<file path="config.mk">
export PLATFORM = sky130hd
export DESIGN_NAME = uart_bus_arbiter
export DESIGN_NICKNAME = d
export VERILOG_FILES = /design/src/rtl/uart_ctrl_pkg.sv /design/src/rtl/rr_arbiter2.sv /design/src/rtl/uart_bus_arbiter.sv
export SDC_FILE = /design/constraint.sdc
export NUM_CORES = 1
export LEC_CHECK = 0
export CAP_MARGIN = 20
export CORE_MARGIN = 8
export CORE_UTILIZATION = 40
export DETAILED_ROUTE_END_ITERATION = 7
export PLACE_DENSITY = 0.82
export SLEW_MARGIN = 10
export SYNTH_ARGS = -nofsm -noshare
export SYNTH_HDL_FRONTEND = slang
export SYNTH_SLANG_ARGS = --single-unit
</file>
<file path="constraint.sdc">
create_clock -name clk -period 2.2 [get_ports clk]
set_input_delay 0.22 -clock clk [delete_from_list [all_inputs] [get_ports clk]]
set_output_delay 0.22 -clock clk [all_outputs]
set_load 0.01 [all_outputs]
</file>
<file path="src/rtl/uart_ctrl_pkg.sv">
// Shared encodings for the UART slave-port arbiter: FSM states, op codes, grant patterns.
package uart_ctrl_pkg;

    typedef enum logic [1:0] {
        IDLE  = 2'd0,
        ISSUE = 2'd1,
        WAIT  = 2'd2,
        GAP   = 2'd3
    } state_t;

    localparam logic OP_READ  = 1'b0;
    localparam logic OP_WRITE = 1'b1;

    localparam logic [1:0] GNT_NONE = 2'b00;
    localparam logic [1:0] GNT_M0   = 2'b01;
    localparam logic [1:0] GNT_M1   = 2'b10;

    function automatic logic [1:0] gnt_onehot(input logic owner);
        return owner ? GNT_M1 : GNT_M0;
    endfunction

endpackage

</file>
<file path="src/rtl/rr_arbiter2.sv">
// Two-way round-robin pick: a lone requester wins, a tie goes to whoever was not last served.
module rr_arbiter2 (
    input  logic [1:0] req,
    input  logic       last_owner,
    output logic       valid_c,
    output logic       pick_c
);

    always_comb begin
        valid_c = |req;
        pick_c  = 1'b0;
        case (req)
            2'b01:   pick_c = 1'b0;
            2'b10:   pick_c = 1'b1;
            2'b11:   pick_c = ~last_owner;
            default: pick_c = 1'b0;
        endcase
    end

endmodule

</file>
<file path="src/rtl/uart_bus_arbiter.sv">
// Shares the UART memory-mapped slave port between the core (m0) and the CI controller (m1),
// one transaction at a time with round-robin fairness and the slave's post-response gap.
module uart_bus_arbiter
    import uart_ctrl_pkg::*;
#(
    parameter int unsigned ADDR_WIDTH   = 32,
    parameter int unsigned DATA_WIDTH   = 32,
    parameter int unsigned DEFAULT_PRIO = 0
) (
    input  logic                  clk,
    input  logic                  reset,
    input  logic                  m0_read,
    input  logic                  m0_write,
    input  logic [ADDR_WIDTH-1:0] m0_address,
    input  logic [DATA_WIDTH-1:0] m0_write_data,
    output logic [DATA_WIDTH-1:0] m0_read_data,
    output logic                  m0_response,
    input  logic                  m1_read,
    input  logic                  m1_write,
    input  logic [ADDR_WIDTH-1:0] m1_address,
    input  logic [DATA_WIDTH-1:0] m1_write_data,
    output logic [DATA_WIDTH-1:0] m1_read_data,
    output logic                  m1_response,
    output logic                  uart_read,
    output logic                  uart_write,
    output logic [ADDR_WIDTH-1:0] uart_address,
    output logic [DATA_WIDTH-1:0] uart_write_data,
    input  logic [DATA_WIDTH-1:0] uart_read_data,
    input  logic                  uart_response,
    output logic [1:0]            grant,
    output logic                  busy
);

    state_t                  state;
    logic                    last_owner;
    logic                    owner;
    logic                    arb_valid_c;
    logic                    arb_pick_c;
    logic                    sel_op_c;
    logic [ADDR_WIDTH-1:0]   sel_address_c;
    logic [DATA_WIDTH-1:0]   sel_write_data_c;

    rr_arbiter2 u_rr (
        .req        ({m1_read | m1_write, m0_read | m0_write}),
        .last_owner (last_owner),
        .valid_c    (arb_valid_c),
        .pick_c     (arb_pick_c)
    );

    // Payload of the winning requester; write dominates when read and write are both raised.
    always_comb begin
        sel_op_c         = OP_READ;
        sel_address_c    = m0_address;
        sel_write_data_c = m0_write_data;
        if (arb_pick_c) begin
            sel_op_c         = m1_write ? OP_WRITE : OP_READ;
            sel_address_c    = m1_address;
            sel_write_data_c = m1_write_data;
        end else begin
            sel_op_c         = m0_write ? OP_WRITE : OP_READ;
        end
    end

    // The command pulse is launched on the grant edge so it is visible during ISSUE.
    always_ff @(posedge clk) begin
        if (reset) begin
            state           <= IDLE;
            last_owner      <= ~1'(DEFAULT_PRIO);
            owner           <= 1'b0;
            grant           <= GNT_NONE;
            busy            <= 1'b0;
            uart_read       <= 1'b0;
            uart_write      <= 1'b0;
            uart_address    <= '0;
            uart_write_data <= '0;
            m0_read_data    <= '0;
            m1_read_data    <= '0;
            m0_response     <= 1'b0;
            m1_response     <= 1'b0;
        end else begin
            uart_read   <= 1'b0;
            uart_write  <= 1'b0;
            m0_response <= 1'b0;
            m1_response <= 1'b0;
            case (state)
                IDLE: begin
                    if (arb_valid_c) begin
                        owner           <= arb_pick_c;
                        last_owner      <= arb_pick_c;
                        grant           <= gnt_onehot(arb_pick_c);
                        busy            <= 1'b1;
                        uart_address    <= sel_address_c;
                        uart_write_data <= sel_write_data_c;
                        uart_write      <= (sel_op_c == OP_WRITE);
                        uart_read       <= (sel_op_c == OP_READ);
                        state           <= ISSUE;
                    end
                end
                ISSUE: state <= WAIT;
                WAIT: begin
                    if (uart_response) begin
                        if (owner) begin
                            m1_read_data <= uart_read_data;
                            m1_response  <= 1'b1;
                        end else begin
                            m0_read_data <= uart_read_data;
                            m0_response  <= 1'b1;
                        end
                        state <= GAP;
                    end
                end
                GAP: begin
                    grant <= GNT_NONE;
                    busy  <= 1'b0;
                    state <= IDLE;
                end
                default: state <= IDLE;
            endcase
        end
    end

endmodule

</file>
==> flow_summary.ini, run 1 <==
[run_status]
run_status = completed

[floorplan]
overall_die_area_sq_um = 19280
top_level_ports = 302
die_width_um = 138.8
row_count = 45
initial_utilization_pct = 40.30
design.core.area_sq_um = 14980
die_height_um = 138.8

[worst_setup_path]
critPathBufInv = 2
cp-start-kind = flip-flop
path_cells = inv_1 > ha_1 > o41a_2 > buf_12 > nor2_1 > a311oi_2
critical_path_peak_fanout = 118
critPathMaxStageDelay_ns = 0.45
cp_top_family = buffers and inverters
timing.critical_path.slowest_stage_cell = sky130_fd_sc_hd__buf_12
timing.critical_path.arrival_ns = 2.37
critical_path.endpoint_type = flip-flop
critPathKind = flip-flop to flip-flop
required_worst_endpoint_ns = 2.53

[clock_tree]
cts.reportedPaths.clkPinSlew_ns = 0.06
post_cts_buffers = 0
cts_num_sinks = 139
clk_root_buffer_cell = sky130_fd_sc_hd__clkbuf_16
htree_levels = 4
ctsHoldBuffers = 0
max-clock-path-buffers = 2
cts-buffers-inserted = 17
cts_tree = done
clock_insertion_delay_worst_skew_ns = 0.42
post_cts_resize_count = 0

[yosys]
synth.cell_area_sq_um = 6036
synthesis.area_per_instance_sq_um = 8.549
yosys_warnings = 0
ys_seq_elements = 139
synth.net_count = 877
ys.flop_type = sky130_fd_sc_hd__dfxtp_1
synth_async_sr_flop_share_pct = 0
synth_edf_count = 0
synth-seq-area-share_pct = 46.10
yosysUniqueCellTypes = 33
post_synth_inst_count = 706

[sta]
worst-slew-pin-transition_ns = 0.6511
maxSlewHeadroom_pct = 56.59
layout_worst_path_cycle_share_pct = 92.83
setup-violations-final = 0
finClkSkew_ns = 0.006738
finalHoldViolCount = 0
final.setup.tns_ns = 0
worst_hold_slack_ns = 0.2605
rsz0062_at_grt = false
period_needed_ns = 2.042
fmaxAchievable_mhz = 489.7
final-max-slew-violation-count = 0

[global_route]
antenna_found_initial = 0
grt-ovfl-total = 0
grt_start_max_net_pins = 119
grt_pass1_wl_um = 35430
first_global_vias = 6540
grt_use_total_pct = 22.86

[power]
net_switching_component_of_the_power_mw = 3.978
switching_share_pct = 35.03
comb_power_share_pct = 41.5
share_seq_of_total_power_pct = 30.9
irDropWorstVdd_mv = 0.8351
power.leakage_nw = 3.416
intPower_mw = 7.377
power.density_nw_per_um2 = 1145
finalPower_mw = 11.36
power.share.clock_pct = 27.5

[drt]
route.detailed.drc = 0
drt_pre_antenna_iters = 5
first_iter_violations = 331
routedWlPerCell_um = 18.89
via_count = 6397
postRouteWirelength_um = 22270
route.antenna.remaining_nets = 0
post_drt_via_cell_ratio = 5.426

[finish]
layout.nets = 1149
layout-drive-gt1-share_pct = 12.41
antennaDiodeCount = 0
layout.cells.most_common_list = sky130_fd_sc_hd__clkdlybuf4s50_1, sky130_fd_sc_hd__dfxtp_1, sky130_fd_sc_hd__nand2_1
flow.area_growth_from_synthesis_pct = 64.28
post_layout_nonfiller_instances = 1179
mostFrequentLayoutCell = sky130_fd_sc_hd__clkdlybuf4s50_1
final_util_pct = 66.21

[placed_design]
routabilityCongestion = 0.8047
numPlacedInstances = 1147
count_of_input_and_output_buffers = 301
detailedPlacementHpwl_um = 15940

[flow_run]
drv.max_cap_violation_count = 0

[worst_hold_path]
holdCritPathClass = primary input to flip-flop
## synth_stat cells (5+ instances only)
master	n	area share, %
sky130_fd_sc_hd__a21oi_1	67	5.6
sky130_fd_sc_hd__a311oi_2	60	15
sky130_fd_sc_hd__buf_2	14	1.2
sky130_fd_sc_hd__buf_4	8	1.0
sky130_fd_sc_hd__clkbuf_1	48	3.0
sky130_fd_sc_hd__dfxtp_1	139	46
sky130_fd_sc_hd__nand2_1	130	8.1
sky130_fd_sc_hd__nand2b_1	5	0.52
sky130_fd_sc_hd__nand3_1	66	5.5
sky130_fd_sc_hd__nor2_1	69	4.3
sky130_fd_sc_hd__o21ai_0	56	4.6
sky130_fd_sc_hd__o21ai_1	10	0.83
## metrics by stage
stage          worst slack [ns]  cell area, sq um
4_1_cts                  0.1867              9916
3_5_place_dp             0.1091              9271
2_1_floorplan            0.6231              6036
3_3_place_gp             0.1629              9271
6_report                 0.1578              9916
5_1_grt                 0.02283              9916
## power groups by stage
stage | logic, mW | registers (mW) | clock network, mW
2_1_floorplan | 2.35 | 3.80 | 0
3_3_place_gp | 4.64 | 3.54 | 0
3_5_place_dp | 4.74 | 3.56 | 0
4_1_cts | 4.76 | 3.51 | 3.16
5_1_grt | 5.11 | 3.59 | 3.28
6_report | 4.71 | 3.51 | 3.13
## routing by layer
metal  part of all wire (%)  up-vias  wire (um)  GRT usage [%]
li1                       -     3043          -              -
met3                     11       50       2462          10.12
met1                     38     3005       8459          25.01
met4                    3.9        0        864          10.57
met5                      0        -          0              0
met2                     47      299      10490          37.55
## path summary, 6_finish.rpt
path,start,to,slack [ns],cells past startpoint
setup / recovery,state[0]$_SDFFE_PP0P_,uart_write_data[12]$_SDFFE_PP0P_,0.16,6
hold / removal,reset,m0_read_data[27]$_SDFFE_PP0P_,0.26,2
setup reg to reg,state[0]$_SDFFE_PP0P_,uart_write_data[12]$_SDFFE_PP0P_,0.16,6
hold reg to reg,m0_read_data[2]$_SDFFE_PP0P_,m0_read_data[2]$_SDFFE_PP0P_,0.45,2
## layout make-up
cell class | instances | area (sq um)
Clock buffer | 18 | 439.2
Clock inverter | 14 | 205.2
Fill cell | 1248 | 5061
Inverter | 3 | 11.26
Multi-Input combinational cell | 491 | 2940
Sequential cell | 139 | 2783
Tap cell | 188 | 235.2
Timing Repair Buffer | 326 | 3302
## state kept, by name, indices dropped and copies added, names as in the netlist
register,flops
state,2
m1_read_data,32
uart_write,1
grant,2
busy,1
uart_address,32
owner,1
last_owner,1
m1_response,1
uart_write_data,32
m0_response,1
uart_read,1
m0_read_data,32
## cells by family (layout without fill, tap and decap cells)
kind of cell | Yosys count | count (layout) | synth area share (%)
DFF | 139 | 139 | 46.10
adders and majority gates | 4 | 4 | 0.8292
AOI/OAI and AO/OA | 209 | 209 | 28.21
muxes | 1 | 1 | 0.1658
buffers and inverters | 76 | 361 | 5.535
and+or+nand+nor | 277 | 277 | 19.15
(Power assumes the default switching activity.)
==> run 2: changes to the inputs <==
--- a/config.mk
+++ b/config.mk
@@ -8,9 +8,11 @@
 export CAP_MARGIN = 20
 export CORE_MARGIN = 8
 export CORE_UTILIZATION = 40
+export CTS_CLUSTER_DIAMETER = 30
 export DETAILED_ROUTE_END_ITERATION = 7
-export PLACE_DENSITY = 0.82
+export PLACE_DENSITY = 0.83
 export SLEW_MARGIN = 10
 export SYNTH_ARGS = -nofsm -noshare
 export SYNTH_HDL_FRONTEND = slang
+export SYNTH_HIERARCHICAL = 1
 export SYNTH_SLANG_ARGS = --single-unit
==> run 2 against run 1 <==
  * Area after synthesis shrank 4.0%
  * Clock skew grew 0.0014 ns
  * Critical path depth grew 1
  * Synthesized cell count shrank 12%
  * Sequential cell count is the same
  * Design area shrank 4.6%
  * Global-route usage shrank 3.1 points
  * Clock-buffer cell count grew 2
  * Clock power shrank 8.9%
  * Setup slack gained 0.33 ns
  * Critical endpoint is now uart_write_data[18]$_SDFFE_PP0P_
  * Largest power group unchanged
  * Highest routed layer unchanged
==> flow_summary.ini, run 2 <==
[run_status]
run_status = completed

[finish]
antennaDiodeCount = 0
layout-drive-gt1-share_pct = 9.419
layout.cells.most_common_list = sky130_fd_sc_hd__clkdlybuf4s50_1, sky130_fd_sc_hd__dfxtp_1, sky130_fd_sc_hd__nand2_1
finish.instance_area_sq_um = 9460
mostFrequentLayoutCell = sky130_fd_sc_hd__clkdlybuf4s50_1
filler_cell_count = 1199
flow.area_growth_from_synthesis_pct = 63.34
layout.nets = 1073

[sta]
finalHoldViolCount = 0
setup-violations-final = 0
layout_worst_path_cycle_share_pct = 77.85
maxSlewHeadroom_pct = 58.28
finalWorstSetupSlack_ns = 0.4872
worst-slew-pin-transition_ns = 0.6258
period_needed_ns = 1.713
fmaxAchievable_mhz = 583.8
final.setup.tns_ns = 0
rsz0062_at_grt = false
finClkSkew_ns = 0.008180
final-max-slew-violation-count = 0

[global_route]
grt-ovfl-total = 0
grt_pass1_wl_um = 28520
antenna_found_initial = 0
grt_util_met3_pct = 6.393
grt_use_met2_pct = 34.16
use_met1_pct = 21.17
grt_start_max_net_pins = 87
grt_use_total_pct = 19.72
grt_most_used_layer = met2
first_global_vias = 5284

[floorplan]
die_height_um = 136.3
top_level_ports = 302
design.core.area_sq_um = 14310
initial_utilization_pct = 40.46
die_width_um = 136.3
overall_die_area_sq_um = 18590
row_count = 44

[clock_tree]
htree_levels = 4
cts-buffers-inserted = 17
cts_tree = done
post_cts_resize_count = 0
ctsHoldBuffers = 0
clock_insertion_delay_worst_skew_ns = 0.41
clk_root_buffer_cell = sky130_fd_sc_hd__clkbuf_16
cts.reportedPaths.clkPinSlew_ns = 0.05
post_cts_buffers = 0
cts_num_sinks = 139
max-clock-path-buffers = 2

[drt]
drt_pre_antenna_iters = 4
route.detailed.drc = 0
via_count = 5338
first_iter_violations = 245
postRouteWirelength_um = 18780
routedWlPerCell_um = 17.12
route.antenna.remaining_nets = 0
post_drt_via_cell_ratio = 4.866

[worst_setup_path]
path_cells = clkdlybuf4s50_1 > or2_2 > or2_1 > and2_4 > buf_12 > nor2_1 > a211oi_2
critPathBufInv = 2
cp-start-kind = primary input
critPathMaxStageDelay_ns = 0.43
worst-r2r-setup-slack_ns = 0.50
critical_path_peak_fanout = 86
critPathKind = primary input to flip-flop
critical_path.endpoint_type = flip-flop
cp_top_family = simple AND/OR/NAND/NOR gates
timing.critical_path.arrival_ns = 1.98
required_worst_endpoint_ns = 2.47
timing.critical_path.slowest_stage_cell = sky130_fd_sc_hd__clkdlybuf4s50_1

[yosys]
post-synth-top-count-cell = sky130_fd_sc_hd__dfxtp_1
synthDominantAreaCellType = sky130_fd_sc_hd__dfxtp_1
synthesis.area_per_instance_sq_um = 9.297
post_synth_inst_count = 623
synth.net_count = 796
synth.cell_area_sq_um = 5792
synth_async_sr_flop_share_pct = 0
yosysUniqueCellTypes = 31
synthTopCellsByArea = sky130_fd_sc_hd__dfxtp_1, sky130_fd_sc_hd__mux2i_1, sky130_fd_sc_hd__nand2_1
ys.flop_type = sky130_fd_sc_hd__dfxtp_1
synthTopCellsByCount = sky130_fd_sc_hd__dfxtp_1, sky130_fd_sc_hd__nand2_1, sky130_fd_sc_hd__a21oi_1
yosys_warnings = 6
synth_edf_count = 0
synth-seq-area-share_pct = 48.04
synthDominantCellAreaShare_pct = 48.04
ys_seq_elements = 139

[power]
irDropWorstVdd_mv = 0.7493
finalPower_mw = 10.77
power.density_nw_per_um2 = 1138
power.leakage_nw = 3.468

[placed_design]
routabilityCongestion = 0.8058
detailedPlacementHpwl_um = 14180
count_of_input_and_output_buffers = 301
detailed_place.area_sq_um = 8866
place_worst_setup_slack_ns = 0.08422

[worst_hold_path]
holdCritPathClass = primary input to flip-flop

[flow_run]
drv.max_cap_violation_count = 0
run 2: cell types whose count changed after synthesis, sizes merged, moves of 18 or more:
cell / delta
nand3: -65
a311oi: -64
clkbuf: -38
a211oi: +62
o21ai: -66
buf: +18
mux2i: +65
run 2: routing by layer:
| layer | up-vias | part of all wire (%) |
|---|---|---|
| met4 | 0 | 3.4 |
| met1 | 2416 | 37 |
| met3 | 43 | 7.9 |
| met2 | 200 | 51 |
| met5 | - | 0 |
| li1 | 2679 | - |
run 2: final timing paths:
kind / start / cells past startpoint / endpoint
worst min-delay path: reset / 2 / m0_read_data[11]$_SDFFE_PP0P_
worst min register to register: m0_read_data[19]$_SDFFE_PP0P_ / 2 / m0_read_data[19]$_SDFFE_PP0P_
worst max register to register: state[0]$_SDFFE_PP0P_ / 6 / uart_write_data[13]$_SDFFE_PP0P_
worst max-delay path: m0_write / 7 / uart_write_data[18]$_SDFFE_PP0P_
run 2: power breakdown:
group / switching (mW) / internal [mW] / total (mW)
logic: 2.09 / 2.25 / 4.34
registers: 0.369 / 3.20 / 3.57
clock network: 1.05 / 1.80 / 2.85
total: 3.51 / 7.25 / 10.8
run 2: worst reg2reg max path: cells and delay by family (launching register included):
| kind | cells | cell delay (ns) |
|---|---|---|
| simple gates | 2 | 0.34 |
| buf+inv | 2 | 0.47 |
| compound gates | 1 | 0.23 |
| fa+ha+maj | 1 | 0.25 |
| flops | 1 | 0.32 |
run 2: final cells by class:
class                   instances  area (sq um)  share of cell area (%)
clock buffers                  20         446.7                   4.722
clock inverters                12         147.6                   1.561
inverters                       3         11.26                  0.1190
multi-input cells             428          2681                   28.34
flip-flops and latches        139          2783                   29.41
well taps                     184         230.2                   2.434
repair buffers                311          3161                   33.41
run 2: cell families (layout without fill, tap and decap cells):
group	count (synthesis)	in the layout	synth area share (%)
muxes	66	66	11.41
DFF	139	139	48.04
buffers and inverters	56	346	5.898
adders and majority gates	6	6	1.296
and+or+nand+nor	220	220	15.19
AOI/OAI and AO/OA	136	136	18.17
run 2: metrics by stage:
step           hold slack, ns  cells  utilization [%]
4_1_cts                0.3134   1097            66.09
2_1_floorplan          0.3560    623                -
6_report               0.3248   1097            66.09
3_3_place_gp           0.4410   1065            61.94
5_1_grt                0.3375   1097            66.09
3_5_place_dp           0.4455   1065            61.94
==> run 3: changes to the inputs <==
==> constraint.sdc (replaced) <==
create_clock -name clk -period 1.7 [get_ports clk]
set_input_delay 0.17 -clock clk [delete_from_list [all_inputs] [get_ports clk]]
set_output_delay 0.17 -clock clk [all_outputs]
set_load 0.01 [all_outputs]
==> run 3 against run 2 <==
  * Hold slack lost 0.14 ns
  * Setup slack worse by 0.36 ns
  * Cell count rose by 2.2%
  * Non-clock buffer count increased by 23
  * Power increased by 36%
  * Global-route usage up 0.49 points
  * Register-to-register slack worse by 0.36 ns
  * Sequential share of layout area fell by 0.84 points
  * Largest power group unchanged
==> flow_summary.ini, run 3 (same netlist as run 2, synthesis figures left out) <==
[run_status]
run_status = completed

[placed_design]
routabilityCongestion = 0.7983
numPlacedInstances = 1088
detailedPlacementHpwl_um = 14610
count_of_input_and_output_buffers = 301

[clock_tree]
clock_insertion_delay_worst_skew_ns = 0.41
cts.reportedPaths.clkPinSlew_ns = 0.06
htree_levels = 4
cts_tree = done
cts_num_sinks = 139
cts-buffers-inserted = 17
post_cts_buffers = 0
max-clock-path-buffers = 2
clk_root_buffer_cell = sky130_fd_sc_hd__clkbuf_16

[drt]
route.antenna.remaining_nets = 0
post_drt_via_cell_ratio = 4.849
postRouteWirelength_um = 19300
route.detailed.drc = 0
via_count = 5436
routedWlPerCell_um = 17.22
drt_pre_antenna_iters = 6
first_iter_violations = 236

[worst_setup_path]
r2r_cells = 6
timing.critical_path.arrival_ns = 1.89
critical_path_peak_fanout = 17
critPathMaxStageDelay_ns = 0.42
cp-endpoint = uart_write_data[5]$_SDFFE_PP0P_
worst_r2r_endpoint = uart_write_data[5]$_SDFFE_PP0P_
worstSetupStartpoint = m0_write
crit_cells = 7
cp_top_family = buffers and inverters
critPathBufInv = 3
required_worst_endpoint_ns = 2.02
worst-r2r-setup-slack_ns = 0.14
worstReg2RegStart = state[0]$_SDFFE_PP0P_
path_cells = clkdlybuf4s50_1 > or2_2 > a21boi_4 > buf_12 > buf_4 > mux2i_1 > a211oi_1
cp-start-kind = primary input
critPathKind = primary input to flip-flop
critical_path.endpoint_type = flip-flop
timing.critical_path.slowest_stage_cell = sky130_fd_sc_hd__clkdlybuf4s50_1

[sta]
final-max-slew-violation-count = 0
finClkSkew_ns = 0.006223
period_needed_ns = 1.575
rsz0062_at_grt = false
worst-slew-pin-transition_ns = 0.3705
finalHoldViolCount = 0
fmaxAchievable_mhz = 635.0
maxSlewHeadroom_pct = 75.30
setup-violations-final = 0
final.setup.tns_ns = 0
layout_worst_path_cycle_share_pct = 92.64

[global_route]
grt_pass1_wl_um = 28900
antenna_found_initial = 0
grt_use_total_pct = 20.21
grt-ovfl-total = 0
grt_start_max_net_pins = 77
first_global_vias = 5374

[floorplan]
row_count = 44
initial_utilization_pct = 40.46
die_height_um = 136.3
die_width_um = 136.3
design.core.area_sq_um = 14310
top_level_ports = 302
overall_die_area_sq_um = 18590

[finish]
mostFrequentLayoutCell = sky130_fd_sc_hd__clkdlybuf4s50_1
filler_cell_count = 1126
layout.cells.most_common_list = sky130_fd_sc_hd__clkdlybuf4s50_1, sky130_fd_sc_hd__dfxtp_1, sky130_fd_sc_hd__nand2_1
antennaDiodeCount = 0
final_util_pct = 68.03
seqCellArea_sq_um = 2783
post_layout_nonfiller_instances = 1121
flow.area_growth_from_synthesis_pct = 68.14
layout-drive-gt1-share_pct = 11.95
layout.nets = 1097
area_of_the_multi_input_gates_sq_um = 2701

[flow_run]
drv.max_cap_violation_count = 0

[worst_hold_path]
holdCritPathClass = primary input to flip-flop

[power]
power.leakage_nw = 3.615
power.density_nw_per_um2 = 1502
finalPower_mw = 14.63
irDropWorstVdd_mv = 0.9714
## run 3: timing repair
action                     CTS  global route
setup endpoints to repair    0            37
hold buffers                 0             0
gates resized for setup      0             4
## run 3: metrics by stage
stage               hold slack [ns]  instance area (sq um)  setup slack, ns
global route                 0.1990                   9738          0.01585
CTS                          0.1668                   9711          0.02372
global placement             0.4408                   9064          -0.2352
floorplan                    0.3060                   5792           0.1491
detailed placement           0.4458                   9064          -0.2672
finish                       0.1817                   9738           0.1251
## run 3: worst min-delay path by stage
stage,startpoint,to,slack [ns],cells after the start
6_report,reset,uart_write_data[18]$_SDFFE_PP0P_,0.18,2
5_1_grt,reset,uart_write_data[18]$_SDFFE_PP0P_,0.20,2
4_1_cts,reset,uart_write_data[18]$_SDFFE_PP0P_,0.17,2
3_5_place_dp,m0_read_data[3]$_SDFFE_PP0P_,m0_read_data[3]$_SDFFE_PP0P_,0.45,2
3_3_place_gp,m0_read_data[2]$_SDFFE_PP0P_,m0_read_data[2]$_SDFFE_PP0P_,0.44,2
2_1_floorplan,uart_read_data[0],m0_read_data[0]$_SDFFE_PP0P_,0.31,2
## run 3: final cells by class
| type | count | area share [%] |
|---|---|---|
| Inverter | 3 | 0.1156 |
| Clock inverter | 10 | 1.670 |
| Tap cell | 184 | 2.364 |
| Multi-Input combinational cell | 429 | 27.74 |
| Clock buffer | 22 | 4.972 |
| Sequential cell | 139 | 28.58 |
| Timing Repair Buffer | 334 | 34.56 |
## run 3: metal layers
metal | track usage, % | part of all wire, %
met4 | 10.62 | 3.5
met2 | 34.68 | 50
met1 | 21.65 | 39
met3 | 6.800 | 7.5
met5 | 0 | 0
## run 3: where the power goes
part / internal (mW) / switching, mW / leakage (nW)
clock network: 2.61 / 1.36 / 0.312
registers: 4.14 / 0.478 / 1.14
logic: 3.22 / 2.82 / 2.16
total: 9.97 / 4.66 / 3.62
